**src/rtl/nios2_sysid_info.sv**
```systemverilog
// System-ID information slave: ID/timestamp/features words, 64-bit uptime
// counter with coherent low/high snapshot, byte-writable scratch and control.
module nios2_sysid_info #(
  parameter logic [31:0] SYSTEM_ID   = 32'h0000_0000,
  parameter logic [31:0] TIMESTAMP   = 32'h0000_0000,
  parameter logic [31:0] FEATURES    = 32'h0000_0000,
  parameter int unsigned CNT_W       = 64,
  parameter int unsigned CLK_DIV     = 1,
  parameter logic [31:0] SCRATCH_RST = 32'h0000_0000
) (
  input  logic        clock,
  input  logic        reset_n,
  input  logic [2:0]  address,
  input  logic        read,
  input  logic        write,
  input  logic [31:0] writedata,
  input  logic [3:0]  byteenable,
  output logic [31:0] readdata,
  output logic        readdatavalid
);

  localparam logic [15:0] PRE_MAX = 16'(CLK_DIV - 1);

  logic [CNT_W-1:0] r_cnt;
  logic [15:0]      r_pre;
  logic [31:0]      r_hi_snap;
  logic [31:0]      r_scratch;
  logic             r_freeze;

  logic        w_wr;
  logic        w_ctrl_wr;
  logic        w_clear;
  logic        w_tick;
  logic [31:0] w_cnt_lo;
  logic [31:0] w_cnt_hi;
  logic [31:0] w_rmux;

  // A read in the same cycle as a write wins; the write is dropped.
  assign w_wr      = write & ~read;
  assign w_ctrl_wr = w_wr && (address == 3'd5) && byteenable[0];
  assign w_clear   = w_ctrl_wr & writedata[0];
  assign w_tick    = ~r_freeze && (r_pre == PRE_MAX);
  assign w_cnt_lo  = r_cnt[31:0];
  assign w_cnt_hi  = 32'(r_cnt >> 32);

  always_comb begin
    w_rmux = '0;
    case (address)
      3'd0: w_rmux = SYSTEM_ID;
      3'd1: w_rmux = TIMESTAMP;
      3'd2: w_rmux = w_cnt_lo;
      3'd3: w_rmux = r_hi_snap;
      3'd4: w_rmux = r_scratch;
      3'd5: w_rmux = {30'b0, r_freeze, 1'b0};
      3'd6: w_rmux = FEATURES;
      default: w_rmux = '0;
    endcase
  end

  always_ff @(posedge clock or negedge reset_n) begin
    if (!reset_n) begin
      readdata      <= '0;
      readdatavalid <= 1'b0;
      r_hi_snap     <= '0;
    end else begin
      readdatavalid <= read;
      if (read) begin
        readdata <= w_rmux;
        // Snapshot sees the pre-increment counter, so lo/hi stay coherent.
        if (address == 3'd2) r_hi_snap <= w_cnt_hi;
      end
    end
  end

  always_ff @(posedge clock or negedge reset_n) begin
    if (!reset_n) begin
      r_cnt <= '0;
      r_pre <= '0;
    end else if (w_clear) begin
      r_cnt <= '0;
      r_pre <= '0;
    end else if (w_tick) begin
      r_cnt <= r_cnt + CNT_W'(1);
      r_pre <= '0;
    end else if (!r_freeze) begin
      r_pre <= r_pre + 16'd1;
    end
  end

  always_ff @(posedge clock or negedge reset_n) begin
    if (!reset_n) begin
      r_scratch <= SCRATCH_RST;
      r_freeze  <= 1'b0;
    end else begin
      if (w_wr && (address == 3'd4)) begin
        for (int unsigned i = 0; i < 4; i++) begin
          if (byteenable[i]) r_scratch[i*8 +: 8] <= writedata[i*8 +: 8];
        end
      end
      if (w_ctrl_wr) r_freeze <= writedata[1];
    end
  end

endmodule
```
**config.mk**
```make
export PLATFORM = sky130hd
export DESIGN_NAME = nios2_sysid_info
export DESIGN_NICKNAME = d
export VERILOG_FILES = /design/src/rtl/nios2_sysid_info.sv
export SDC_FILE = /design/constraint.sdc
export NUM_CORES = 1
export LEC_CHECK = 0
export CAP_MARGIN = 20
export CORE_ASPECT_RATIO = 1.2
export CORE_MARGIN = 5
export CORE_UTILIZATION = 55
export CTS_CLUSTER_SIZE = 24
export DETAILED_ROUTE_END_ITERATION = 16
export PLACE_DENSITY = 0.86
export SYNTH_ARGS = -nofsm -noshare
export SYNTH_HDL_FRONTEND = slang
export SYNTH_SLANG_ARGS = --single-unit
```
**constraint.sdc**
```tcl
create_clock -name clock -period 2.8 [get_ports clock]
set_input_delay 0.28 -clock clock [delete_from_list [all_inputs] [get_ports clock]]
set_output_delay 0.28 -clock clock [all_outputs]
set_load 0.005 [all_outputs]
```
Word level (Yosys, flattened, before mapping)
Index checks and enable logic that the tools add are counted.
{"block": "classes", "n_eq_ne": 5, "n_bitwise": 4, "muxes": 6, "n_addsub": 2, "n_reduce_logical": 11}
{"op": "64-bit two-way mux", "count": 2}
{"op": "32-bit case mux with 4 select lines", "count": 1}
{"op": "64-bit by 1-bit adder with 64-bit output, second input constant", "count": 1}
{"op": "16-bit two-way mux", "count": 3}
{"op": "16-bit by 1-bit adder with 16-bit output, second input constant", "count": 1}
{"op": "16-bit zero test", "count": 1}
{"op": "2-bit AND reduction", "count": 5}
{"op": "3-bit by 2-bit equality test with 1-bit output, second input constant", "count": 2}
{"op": "3-bit equality test, second input constant", "count": 2}
{"op": "1-bit logical AND", "count": 4}
{"op": "3-bit by 1-bit != test with 1-bit output, second input constant", "count": 1}
{"op": "1-bit bitwise AND", "count": 2}
{"op": "1-bit NOT", "count": 2}
{"op": "2-bit nonzero test", "count": 1}
{"block": "totals", "in_bits": 43, "regBits": 178, "out_inout_bits": 33}

Depth between registers and ports, before layout
Gate-level depths: netlist (run 1).
{"block": "depth", "depth_word": 6, "mapped_depth": 9, "ltp_nobuf": 7}

Worst setup path before layout (run 1)
No wires, ideal clock.
{"block": "synth_path", "kind": "register to register", "start": "reg r_cnt[0]", "end": "reg r_cnt[30]", "setup_slack_ns": 0.595, "setup_time_ns": 0.078, "stages_incl_launch_ff": 8, "path_buffers": 1, "required_time_ns": 2.722, "arrival_time_ns": 2.127, "cell_sequence": "dfrtp_1 ha_1 nand3_1 or2_2 or3_1 buf_2 or4_1 a21oi_1"}
{"block": "synth_via", "elab_chain_len": 3}
{"element": "start: declaration", "line": "24", "rtl": "logic [CNT_W-1:0] r_cnt;"}
{"element": "start signal: assignment", "line": "83", "rtl": "r_cnt <= r_cnt + CNT_W'(1);"}
{"element": "64-bit by 1-bit adder with 64-bit output", "line": "83"}
{"element": "64-bit two-way mux", "line": "82", "rtl": "end else if (w_tick) begin"}
{"element": "64-bit two-way mux", "line": "79", "rtl": "end else if (w_clear) begin"}
No other way between the ends. The select of a mux whose other input is x is not followed.
A chain may end at the register's enable or synchronous reset.

Worst setup path after layout (run 1)
Same ends and word-level chain as after synthesis.

==> results.py, run 1 <==
metrics = {
    "place": {
        "dp_hpwl_um": 16100,
        "gpl.final_weighted_congestion": 0.960,
        "port_buffers": 75,
        "pre_cts_ws_ns": 0.251,
    },
    "detailed_routing": {
        "avgRoutedWirePerCell_um": 20.2,
        "firstDrtPassIters": 5,
        "antenna_left": 0,
        "drc": 0,
        "wl_um": 23500,
        "vias": 7362,
        "avgViaCountPerCell": 6.32,
        "drt_iter0_drc": 872,
    },
    "power": {
        "irDropWorstVdd_mv": 0.461,
        "power_mw": 7.29,
        "p_leak_nw": 4.24,
        "powerDensity_nw_per_um2": 692,
    },
    "clock_tree": {
        "cts_root_buf": "clkbuf_16",
        "clock_latency_ns": 0.43,
        "cts_inserted_buffers": 17,
        "htree_levels": 4,
        "cts_sinks": 178,
        "cts_tree": "yes",
        "post_cts_buffers": 0,
        "clk_pin_slew_ns": 0.07,
        "clockBufferDepth": 2,
    },
    "global_routing": {
        "global_route.usage.total": 0.258,
        "grt_antenna_before_repair": 0,
        "grt_pass1_vias": 7240,
        "grt-ovfl-total": 0,
        "grt_max_degree": 66,
        "grt_pass1_wl_um": 38800,
    },
    "floorplanning": {
        "start_util": 0.562,
        "die_w_um": 126,
        "coreArea_um2": 15700,
        "die_area_um2": 18700,
        "ioPinCount": 76,
        "rows": 50,
        "die_height_um": 149,
    },
    "setup_path": {
        "cp-endpoint": "r_cnt[30]$_DFFE_PN0P_",
        "crit_start": "r_cnt[0]$_DFFE_PN0P_",
        "worstPathArrival_ns": 2.93,
        "cp_data_required_time_ns": 3.14,
        "rrSetupSlack_ns": 0.21,
        "cp-start-kind": "register",
        "reg2reg_from": "r_cnt[0]$_DFFE_PN0P_",
        "cp_max_fo": 6,
        "reg2reg_depth": 6,
        "criticalPathCategory": "register to register",
        "endpoint_kind": "register",
        "r2r-end": "r_cnt[30]$_DFFE_PN0P_",
    },
    "finish": {
        "diodes": 0,
        "fillers": 1082,
        "drive_above_1_share": 0.158,
        "final_nets": 991,
        "area_delta_synth_final_pct": 19.5,
    },
    "sta": {
        "holdWs_ns": 0.394,
        "fin_setup_tns_ns": 0,
        "setup_viol": 0,
        "fmax_ghz": 0.386,
        "layout_min_cycle_time_ns": 2.59,
        "fin_ws_ns": 0.212,
        "maxSlewViolCount": 0,
        "period_share": 0.924,
        "finalHoldViolCount": 0,
        "finalClockSkew_ns": 0.0111,
        "worstMarginPinSlew_ns": 0.692,
        "rsz0062_at_grt": "false",
        "slew_headroom": 0.534,
    },
    "yosys": {
        "synth_edf_count": 0,
        "synth.avg_cell_area_um2": 10.2,
        "ys_seq_elements": 178,
        "yosysTopAreaCell": "dfrtp_1",
        "synth.most_common_cell": "dfrtp_1",
        "ys_warn_count": 0,
        "synth.distinct_cells": 56,
        "synth_area_um2": 8820,
        "synth_commonest_cells": "dfrtp_1, nor2_1, a21oi_1",
        "synth_flop_cell": "dfrtp_1",
        "seq_area_frac_synth": 0.505,
        "synth_top_cell_area_share": 0.505,
        "ys_async_sr_fraction": 1.00,
        "synth_area_leaders": "dfrtp_1, mux2_2, a21oi_1",
        "syn-num-nets": 909,
        "synthCells": 863,
    },
    "outcome": {
        "status": "complete, no violations",
    },
    "min_path": {
        "hp-class": "input pin to async pin",
    },
    "flow_run": {
        "cap_violations": 0,
    },
}
==> worst min-delay path by stage <==
stage / slack [ns] / depth (start not counted) / to / startpoint
floorplan: -0.02 / 0 / r_cnt[0]$_DFFE_PN0P_ / reset_n
global placement: 0.31 / 1 / r_pre[6]$_DFFE_PN0P_ / reset_n
detailed placement: 0.31 / 1 / r_pre[2]$_DFFE_PN0P_ / reset_n
CTS: 0.43 / 2 / r_pre[2]$_DFFE_PN0P_ / reset_n
global route: 0.45 / 2 / r_scratch[5]$_DFFE_PN0P_ / writedata[5]
finish: 0.39 / 2 / r_pre[2]$_DFFE_PN0P_ / reset_n
==> where the power goes <==
part / switching [mW] / internal [mW] / leakage [nW] / total [mW]
Sequential: 0.508 / 3.00 / 2.15 / 3.51
Clock: 1.12 / 1.35 / 0.287 / 2.47
Combinational: 0.675 / 0.636 / 1.80 / 1.31
Total: 2.30 / 4.99 / 4.24 / 7.29
==> layer usage <==
layer	share of wire	wire, um	track usage	vias to the layer above
met1	0.41	9560	0.338	3605
met5	0	0	0	-
met2	0.48	11300	0.419	368
met4	0.039	928	0.114	0
met3	0.073	1720	0.0503	90
li1	-	-	-	3299
==> worst max-delay path, stage by stage, from the launching register on <==
cell and delay [ns]:
dfrtp_1 0.46, ha_1 0.26, nand3_1 0.22, or2_2 0.40
or3_1 0.45, or4_1 0.51, a21oi_1 0.19
==> cell families (layout without fill, tap and decap cells) <==
logic type,after synthesis,in the layout,share of synthesized area
mux,99,99,0.122
fa+ha+maj,3,3,0.00426
buf+inv,85,179,0.0382
compound gates,155,155,0.101
xor+xnor,35,35,0.0348
simple gates,308,308,0.195
flops,178,178,0.505
==> flip-flops by register name, indices dropped and copies added (netlist names) <==
name	flops
r_cnt	64
r_freeze	1
r_hi_snap	32
r_pre	16
r_scratch	32
readdata	32
readdatavalid	1
==> cell usage in the layout (no fill, tap or decap), types with 15 or more instances in the layout <==
cell type,instances
dfrtp_1,178
nor2_1,82
clkdlybuf4s50_1,73
a21oi_1,72
mux2_2,65
inv_1,43
nand2_1,43
mux2i_1,34
nand3_1,33
nand4_1,31
o22ai_1,30
o21ai_0,27
or3_1,25
buf_4,25
xor2_1,19
nor4_1,18
clkbuf_16,17
xnor2_1,16
nor3_1,15
==> layout make-up <==
class / instances / area [um^2] / share of cell area
Clock buffer: 17 / 425 / 0.0404
Clock inverter: 14 / 175 / 0.0166
Inverter: 43 / 161 / 0.0153
Multi-Input combinational cell: 600 / 4040 / 0.383
Sequential cell: 178 / 4450 / 0.423
Tap cell: 208 / 260 / 0.0247
Timing Repair Buffer: 105 / 1020 / 0.0972
==> timing repair <==
action,4_1_cts,5_1_grt
hold buffers,1,0
endpoints found under the setup margin,0,0
resized for setup,0,0
hold endpoints to repair,61,0
==> per-stage QoR <==
step,area (um^2),std cells,util
after global routing,10500,1165,0.671
after CTS,10500,1165,0.671
after floorplan,8820,863,-
after global placement,9930,1133,0.632
after detailed placement,9930,1133,0.632
final,10500,1165,0.671
Power figures use the tool's default switching activity.
==> run 2: changes to the inputs <==
- HOLD_SLACK_MARGIN: unset -> 0.15
==> results of run 2 <==
Same layout as run 1: the final DEF is identical, and so are final timing and power.
==> run 3: changes to the inputs <==
- ABC_AREA: unset -> 1
- CORE_UTILIZATION: 55 -> 29
- PLACE_DENSITY: 0.86 -> 0.56
==> results.py, run 3 <==
metrics = {
    "yosys": {
        "synthCells": 1272,
        "synth_area_leaders": "dfrtp_1, nand2_1, nor2_1",
        "ys_warn_count": 0,
        "synth.most_common_cell": "nand2_1",
        "syn-num-nets": 1318,
        "synth_commonest_cells": "nand2_1, dfrtp_1, nor2_1",
        "synth_area_um2": 9440,
        "synth_top_cell_area_share": 0.472,
        "synth_edf_count": 0,
        "ys_seq_elements": 178,
        "ys_async_sr_fraction": 1.00,
        "synth_flop_cell": "dfrtp_1",
        "synth.distinct_cells": 42,
        "synth.avg_cell_area_um2": 7.42,
        "seq_area_frac_synth": 0.472,
        "yosysTopAreaCell": "dfrtp_1",
    },
    "clock_tree": {
        "cts_tree": "yes",
        "cts_root_buf": "clkbuf_16",
        "clockBufferDepth": 2,
        "cts_sinks": 178,
        "clk_pin_slew_ns": 0.07,
        "clock_latency_ns": 0.44,
        "cts_inserted_buffers": 17,
        "post_cts_buffers": 0,
        "htree_levels": 4,
    },
    "floorplanning": {
        "die_w_um": 175,
        "rows": 72,
        "coreArea_um2": 32200,
        "die_height_um": 208,
        "die_area_um2": 36300,
        "ioPinCount": 76,
        "start_util": 0.294,
    },
    "setup_path": {
        "cpMaxStageDelayCell": "dfrtp_1",
        "cpMostUsedCell": "nor2_1",
        "reg2reg_from": "r_cnt[1]$_DFFE_PN0P_",
        "cp_data_required_time_ns": 3.13,
        "r2r-end": "r_cnt[38]$_DFFE_PN0P_",
        "worstPathArrival_ns": 2.48,
        "crit_chain": "ha_1 -> nand3_1 -> nor2_1 -> nand3_1 -> nor2_2 -> nand3b_1 -> nor2_1 -> nor2_1",
        "reg2reg_depth": 8,
        "endpoint_kind": "register",
        "slowest_delay_ns": 0.43,
        "cp_max_fo": 4,
        "rrSetupSlack_ns": 0.66,
        "cpLargestDelayFamily": "simple AND/OR/NAND/NOR gates",
        "critPathBufInv": 0,
        "cp-start-kind": "register",
        "criticalPathCategory": "register to register",
    },
    "outcome": {
        "status": "complete, no violations",
    },
    "sta": {
        "worstMarginPinSlew_ns": 0.688,
        "layout_min_cycle_time_ns": 2.14,
        "rsz0062_at_grt": "false",
        "finalClockSkew_ns": 0.00881,
        "finalHoldViolCount": 0,
        "setup_viol": 0,
        "slew_headroom": 0.542,
        "fin_setup_tns_ns": 0,
        "holdWs_ns": 0.396,
        "maxSlewViolCount": 0,
        "period_share": 0.766,
        "fmax_ghz": 0.466,
    },
    "min_path": {
        "hp-class": "input pin to register",
        "hold_end": "r_scratch[18]$_DFFE_PN0P_",
        "hp-start": "writedata[18]",
        "min_path_cells": 3,
    },
    "place": {
        "dp_cells": 1733,
        "dp_hpwl_um": 22200,
        "port_buffers": 75,
        "gpl.final_weighted_congestion": 0.932,
    },
    "power": {
        "p_leak_nw": 5.29,
        "irDropWorstVdd_mv": 0.372,
        "powerDensity_nw_per_um2": 553,
        "power_mw": 6.24,
    },
    "finish": {
        "largest_register_ffs": 64,
        "final_nets": 1392,
        "final_cells": 1766,
        "area_delta_synth_final_pct": 19.6,
        "final_common_cell": "nand2_1",
        "diodes": 0,
        "fillers": 3397,
        "most-common-layout-cells": "nand2_1, dfrtp_1, nor2_1, inv_1, o21ai_0",
        "drive_above_1_share": 0.0758,
        "multi_input_area_um2": 4380,
        "regMostFlops": "r_cnt",
        "seqCellArea_um2": 4450,
    },
    "detailed_routing": {
        "wl_um": 29600,
        "avgRoutedWirePerCell_um": 16.7,
        "antenna_left": 0,
        "drt_iter0_drc": 589,
        "firstDrtPassIters": 5,
        "vias": 8500,
        "drc": 0,
        "avgViaCountPerCell": 4.81,
    },
    "global_routing": {
        "grt_pass1_vias": 8468,
        "use_met3": 0.0279,
        "met2_usage": 0.274,
        "grt_pass1_wl_um": 47300,
        "grt_max_degree": 77,
        "global_route.usage.total": 0.165,
        "busiest_layer": "met2",
        "met1_usage": 0.217,
        "grt_antenna_before_repair": 0,
        "grt-ovfl-total": 0,
    },
    "flow_run": {
        "cap_violations": 0,
    },
}
-- run 3: where the power goes --
group	internal [mW]	total [mW]	leakage (nW)	switching (mW)
Sequential	2.78	2.95	2.40	0.168
Clock	1.36	2.44	0.287	1.08
Combinational	0.300	0.855	2.61	0.555
-- run 3: worst reg2reg max path, cell delays in order (launching register included) --
cell and delay (ns):
dfrtp_1 0.43, ha_1 0.20, nand3_1 0.11, nor2_1 0.29
nand3_1 0.34, nor2_2 0.29, nand3b_1 0.19, nor2_1 0.13
nor2_1 0.06
-- run 3: layout make-up --
| type | count | share of cell area |
|---|---|---|
| multi-input combinational | 941 | 0.388 |
| tap | 407 | 0.0451 |
| inverter | 118 | 0.0394 |
| clock inverter | 12 | 0.0115 |
| timing repair buffer | 90 | 0.0814 |
| sequential | 178 | 0.394 |
| clock buffer | 20 | 0.0404 |
-- run 3: cell families (layout without fill, tap and decap cells) --
| logic type | after synthesis | after routing | share of synthesized area |
|---|---|---|---|
| buffers and inverters | 153 | 240 | 0.0644 |
| flip-flops | 178 | 178 | 0.472 |
| adder cells (fa/ha/maj) | 3 | 3 | 0.00397 |
| XOR/XNOR | 3 | 3 | 0.00278 |
| AO/OA/AOI/OAI | 174 | 174 | 0.0982 |
| AND/OR/NAND/NOR | 746 | 746 | 0.341 |
| multiplexers | 15 | 15 | 0.0179 |
-- run 3: metal layers --
| metal | part of all wire | vias up | wire [um] |
|---|---|---|---|
| li1 | - | 4238 | - |
| met1 | 0.46 | 4048 | 13600 |
| met2 | 0.48 | 172 | 14200 |
| met3 | 0.036 | 42 | 1050 |
| met4 | 0.027 | 0 | 811 |
| met5 | 0 | - | 0 |
-- run 3: stage by stage --
| stage | cell area, um^2 | setup slack (ns) | utilization |
|---|---|---|---|
| 2_1_floorplan | 9440 | 1.16 | - |
| 3_3_place_gp | 10700 | 0.559 | 0.333 |
| 3_5_place_dp | 10700 | 0.503 | 0.333 |
| 4_1_cts | 11300 | 0.672 | 0.351 |
| 5_1_grt | 11300 | 0.509 | 0.351 |
| 6_report | 11300 | 0.655 | 0.351 |
-- run 3: how the worst max path moves through the flow --
| stage | from | slack (ns) | cells past startpoint | endpoint |
|---|---|---|---|---|
| 6_report | r_cnt[1]$_DFFE_PN0P_ | 0.66 | 8 | r_cnt[38]$_DFFE_PN0P_ |
| 5_1_grt | r_cnt[1]$_DFFE_PN0P_ | 0.51 | 9 | r_cnt[38]$_DFFE_PN0P_ |
| 4_1_cts | r_pre[0]$_DFFE_PN0P_ | 0.67 | 12 | r_cnt[35]$_DFFE_PN0P_ |
| 3_5_place_dp | address[0] | 0.50 | 10 | r_pre[12]$_DFFE_PN0P_ |
| 3_3_place_gp | address[0] | 0.56 | 10 | r_pre[12]$_DFFE_PN0P_ |
| 2_1_floorplan | r_pre[0]$_DFFE_PN0P_ | 1.16 | 12 | r_cnt[33]$_DFFE_PN0P_ |
-- run 3: timing repair --
item	in CTS	in global routing
gates resized for setup	0	0
setup endpoints to repair	0	0
hold endpoints to repair	74	0
hold buffers	1	0
==> RTL change 1: new RTL, flow settings as in run 1 <==
Reset style: synchronous (`reset_n`), changed in 3 clocked blocks.
--- a/src/rtl/nios2_sysid_info.sv
+++ b/src/rtl/nios2_sysid_info.sv
@@ -58,5 +58,5 @@
   end
 
-  always_ff @(posedge clock or negedge reset_n) begin
+  always_ff @(posedge clock) begin
     if (!reset_n) begin
       readdata      <= '0;
@@ -73,5 +73,5 @@
   end
 
-  always_ff @(posedge clock or negedge reset_n) begin
+  always_ff @(posedge clock) begin
     if (!reset_n) begin
       r_cnt <= '0;
@@ -88,5 +88,5 @@
   end
 
-  always_ff @(posedge clock or negedge reset_n) begin
+  always_ff @(posedge clock) begin
     if (!reset_n) begin
       r_scratch <= SCRATCH_RST;
Function: differs if reset_n is asserted again (counterexample within 4 cycles, from zero or initial values and one cycle with reset_n low); with reset_n held inactive, the same outputs for 4 cycles.
==> RTL change 1 against run 1 <==
  * Die area decreased by 5.8%
  * Sequential cell count did not move
  * Largest cell class is now multi-input gates
  * Highest routed layer unchanged
  * Via count increased by 1.7%
  * Fmax shrank 1.7%
  * Wire length decreased by 7.6%
  * Cell area shrank 5.9%
  * Area after synthesis down 6.3%
  * Count of clock-buffer cells in the layout grew 7
  * Worst setup slack got worse by 0.044 ns
Power is not compared: it rests on default switching activity, and its combinational part moved more than twofold at a synthesized area within 25%.
==> RTL change 1: results (changes against run 1) <==
syn nets 1033 (+14%); maximum VDD drop 442 uV; final setup fails 0 (unchanged); drt first pass iters 7 (+2); largest net degree at the start of global routing 99 (+50%); # nets final 1105 (+12%); first-pass GRT wire length 35000 um (-9.6%); Fill cells 1133 (+4.7%); H-tree level count 4 (unchanged); fraction of layout cells with a size suffix above 1 7.09% (-8.7 points); r2r worst-path depth 5 (-1); status completed; Worst-Skew Late Latency 0.44 ns; GRT Total Usage 24.9% (-0.91 points); Clock transition at path regs 0.06 ns; Final Skew 0.00681 ns (-0.00424 ns); Final HPWL DP 15000 um (-6.8%); CTS buffer count 17 (unchanged); WHS Path Cells 3; Crit Reg-Reg Endpoint r_cnt[21]; Ys Warns 0 (unchanged); RR Startpoint r_pre[11]; Rel. slew slack 47.3% (-6.1 points); clock root buffer clkbuf_16; Max clock buf depth 2 (unchanged); post-synthesis sequential area ratio 43.1% (-7.4 points); count of cell types in the netlist 47 (-16%); Post-synth ARST share 0% (-100 points); routed vias/inst 5.87 (-7.1%); GPL Wtd Cong 0.939 (-2.2%); Largest Register r_cnt; number of flops mapped to enable cells by yosys 0 (unchanged); Hold Path Class input pin to flip-flop; IO Port Bufs 75 (unchanged); Area contributors post-synth dfxtp_1, mux2i_1, a21oi_1; drt first-iter violations 772 (-11%); top cells by instance count after synthesis dfxtp_1, nand2_1, nor2_1; WS Path Type flip-flop to flip-flop; ant diodes 0 (unchanged); Wirelength per Cell 17.0 um (-16%); vias in the first global route 7112 (-1.8%); initial antenna violation count 0 (unchanged); leakage 3.47 nW; CP Max Fanout 8 (+2); R2R setup slack 0.17 ns (-0.04 ns); max FFs per register 64 (unchanged)
[RTL change 1: changes by cell type in the layout (fill, tap and decap cells not counted), moves of 33 or more]
cell,run 1,this run
a21boi_0,0,33
dfrtp_1,178,0
dfxtp_1,0,178
mux2_2,65,1
nand2_1,43,96
nor2b_1,1,36
[RTL change 1: through the flow]
step           worst slack [ns]  hold slack (ns)  cell area [um2]  cells  total power, W
2_1_floorplan             0.551            0.436             8260    987         0.00273
3_3_place_gp              0.280            0.452             9300   1241         0.00283
3_5_place_dp              0.202            0.458             9300   1241         0.00283
4_1_cts                   0.162            0.454             9890   1273         0.00518
5_1_grt                  0.0184            0.470             9920   1276         0.00530
6_report                  0.168            0.456             9920   1276         0.00517
[RTL change 1: repair_timing]
item | in CTS | in global routing
setup buffers | 0 | 2
setup endpoints to repair | 0 | 1
resized for setup | 0 | 0
[RTL change 1: where the power goes]
part | internal (W) | switching (W) | leakage, nW | total (W)
registers | 0.00254 | 0.00000971 | 1.43 | 0.00255
clock network | 0.00141 | 0.000979 | 0.282 | 0.00239
logic | 0.000110 | 0.000124 | 1.75 | 0.000234
total | 0.00406 | 0.00111 | 3.47 | 0.00517
[RTL change 1: metal layers]
layer | vias up | share of wire (%) | GRT usage, %
met4 | 0 | 2.6 | 10.6
li1 | 3609 | - | -
met5 | - | 0 | 0
met2 | 282 | 49 | 42.4
met3 | 62 | 6.1 | 4.30
met1 | 3534 | 42 | 31.1
[RTL change 1: worst min path at each step]
stage                        from            end
floorplan            writedata[0]   r_scratch[0]
global placement    r_hi_snap[22]  r_hi_snap[22]
detailed placement  r_hi_snap[25]  r_hi_snap[25]
CTS                 writedata[13]  r_scratch[13]
global route        writedata[10]  r_scratch[10]
finish              writedata[28]  r_scratch[28]
[RTL change 1: final cells by class]
| cell class | instances | area, um2 | share of cell area (%) |
|---|---|---|---|
| Clock inverter | 8 | 101 | 1.02 |
| Multi-Input combinational cell | 712 | 4340 | 43.8 |
| Clock buffer | 24 | 492 | 4.96 |
| Inverter | 42 | 158 | 1.59 |
| Timing Repair Buffer | 108 | 1000 | 10.1 |
| Sequential cell | 178 | 3560 | 35.9 |
| Tap cell | 204 | 255 | 2.57 |
[RTL change 1: cell families (layout without fill, tap and decap cells)]
logic type / Yosys count / in the layout / share of synthesized area (%)
xor gates and xnor gates: 36 / 36 / 3.82
buffers and inverters: 97 / 182 / 4.47
AOI/OAI and AO/OA: 184 / 184 / 13.3
and+or+nand+nor: 424 / 424 / 27.0
DFF: 178 / 178 / 43.1
adders and majority gates: 3 / 3 / 0.454
muxes: 65 / 65 / 7.89
[RTL change 1: worst max-delay path, stage by stage, from the launching register on]
cell and delay (ns):
dfxtp_1 0.35, nor4_1 0.63, nand4_1 0.27, or4_1 0.69, nor3_1 0.23, mux2_2 0.35
==> RTL change 2: new RTL, settings of run 1 <==
Made on the original files. The parameter `CNT_W` goes from 64 to 128.
--- a/src/rtl/nios2_sysid_info.sv
+++ b/src/rtl/nios2_sysid_info.sv
@@ -5,5 +5,5 @@
   parameter logic [31:0] TIMESTAMP   = 32'h0000_0000,
   parameter logic [31:0] FEATURES    = 32'h0000_0000,
-  parameter int unsigned CNT_W       = 64,
+  parameter int unsigned CNT_W       = 128,
   parameter int unsigned CLK_DIV     = 1,
   parameter logic [31:0] SCRATCH_RST = 32'h0000_0000
Behaviour: same outputs for any inputs over 4 cycles, from zero or initial values and one cycle with reset_n low; that may be too few to reach the edited logic, so the function may still have changed.
==> RTL change 2 against run 1 <==
  * Power up 0.87%
  * Highest routed layer unchanged
  * Sequential cell count stayed put
  * Critical path depth is 2 higher
  * Clock power decreased by 3%
  * Die area grew 1.1%
  * Area after synthesis up 1.2%
  * Wire length grew 2.0%
  * Cell area increased by 0.45%
  * Via count increased by 0.75%
  * Worst setup slack improved by 0.12 ns
  * Fmax grew 4.7%
  * First-iteration DRC count fell by 20%
==> RTL change 2: results (changes against run 1) <==
drt first-iter violations 695 (-20%); CTS buffer count 17 (unchanged); Rel. slew slack 55.9% (+2.5 points); post-synthesis sequential area ratio 49.9% (-0.59 points); max FFs per register 64 (unchanged); Worst-Skew Late Latency 0.44 ns; Final HPWL DP 17100 um (+6.4%); P_int 0.00505 W (+1.1%); initial antenna violation count 0 (unchanged); total placed instance area 9990 um2 (+0.58%); post-CTS sizing 0 (unchanged); Final Max Slew Viols 0 (unchanged); Placed Cells 1136 (+0.26%); r2r worst-path depth 8 (+2); top cells by instance count after synthesis dfrtp_1, nor2_1, a21oi_1; # nets final 990 (-0.10%); Area contributors post-synth dfrtp_1, mux2_2, a21oi_1; largest net degree at the start of global routing 75 (+14%); maximum VDD drop 432 uV (-6.3%); first-pass GRT wire length 38600 um (-0.43%); setup bufs post-CTS 0 (unchanged); fraction of layout cells with a size suffix above 1 16.0% (+0.23 points); status completed; Largest Register r_cnt; ant diodes 0 (unchanged); WP data arrival 2.83 ns (-0.10 ns); leakage 4.19 nW (-1.2%); Post-synth ARST share 100% (unchanged); count of cell types in the netlist 58 (+3.6%); R2R setup slack 0.33 ns (+0.12 ns); clock root buffer clkbuf_16; Total Wirelength 24000 um (+2.0%); vias in the first global route 7466 (+3.1%); syn nets 911 (+0.22%); Ys Warns 0 (unchanged); GRT Total Usage 25.8% (about the same); Hold Path Class input pin to async pin; IO Port Bufs 75 (unchanged); GPL Wtd Cong 0.969 (+0.97%); Final Skew 0.0125 ns (+0.00143 ns); CP Max Fanout 28 (+22); fin cells 1168 (+0.26%); drt first pass iters 5 (unchanged); Crit Reg-Reg Endpoint r_cnt[63]; syn_area_per_cell 10.3 um2 (+0.96%); routed vias/inst 6.35 (+0.49%); pre-CTS WS 0.395 ns (+0.144 ns); CTS Hold Bufs 1 (unchanged); clock share of power 32.7% (-1.2 points); RR Startpoint r_pre[0]
-- RTL change 2: changes by cell type after synthesis, moves of 4 or more --
cell	run 1	this run
nand4_1	31	42
nand3_1	33	28
and3_1	5	13
nor4_2	6	2
nor2_1	83	76
o211ai_1	4	0
nand2_1	43	34
clkbuf_1	28	23
buf_2	5	10
-- RTL change 2: area by class of cell --
type,count,area (um2)
fill,1204,5490
inverter,45,169
sequential,178,4450
clock buffer,19,443
tap,212,265
timing repair buffer,102,990
multi-input combinational,600,4120
clock inverter,12,148
-- RTL change 2: per-stage QoR --
stage / power [W] / utilization (%) / hold slack (ns)
final: 0.00736 / 65.8 / 0.418
after global placement: 0.00486 / 62.1 / 0.327
after detailed placement: 0.00494 / 62.1 / 0.328
after floorplan: 0.00435 / - / -0.0156
after global routing: 0.00767 / 65.8 / 0.456
after CTS: 0.00734 / 65.8 / 0.452
-- RTL change 2: worst max-delay path, cell delays in order (launching register included) --
cell	delay [ns]
dfrtp_1	0.44
inv_1	0.09
ha_1	0.15
nor4b_2	0.23
and4_1	0.31
buf_12	0.21
o2111ai_1	0.22
or4_1	0.57
a21oi_1	0.15
-- RTL change 2: cells by family after synthesis --
| kind of cell | after synthesis | synth area share, % |
|---|---|---|
| buffers and inverters | 87 | 4.05 |
| adders and majority gates | 3 | 0.421 |
| and+or+nand+nor | 305 | 19.9 |
| DFF | 178 | 49.9 |
| AOI/OAI and AO/OA | 158 | 10.2 |
| muxes | 99 | 12.0 |
| xor gates and xnor gates | 35 | 3.43 |
-- RTL change 2: routing by layer --
metal	share of wire [%]	track usage (%)	wire length [um]	vias up
li1	-	-	-	3325
met5	0	0	0	-
met4	3.8	12.1	920	0
met2	49	42.8	11900	348
met3	7.1	4.86	1700	75
met1	40	32.9	9510	3669
-- RTL change 2: power groups by stage --
stage	combinational [W]	sequential (W)	clock [W]
finish	0.00140	0.00355	0.00240
global route	0.00155	0.00360	0.00253
CTS	0.00140	0.00353	0.00241
detailed placement	0.00137	0.00357	0
global placement	0.00133	0.00353	0
floorplan	0.000970	0.00338	0
-- RTL change 2: worst max path at each step --
stage | start | end | slack, ns | cells after the start
3_5_place_dp | r_pre[0] | r_cnt[63] | 0.39 | 8
4_1_cts | r_pre[0] | r_cnt[63] | 0.36 | 8
5_1_grt | r_pre[0] | r_cnt[63] | 0.16 | 8
2_1_floorplan | r_cnt[0] | r_cnt[34] | 0.83 | 6
6_report | r_pre[0] | r_cnt[63] | 0.33 | 8
3_3_place_gp | address[1] | r_cnt[63] | 0.49 | 6
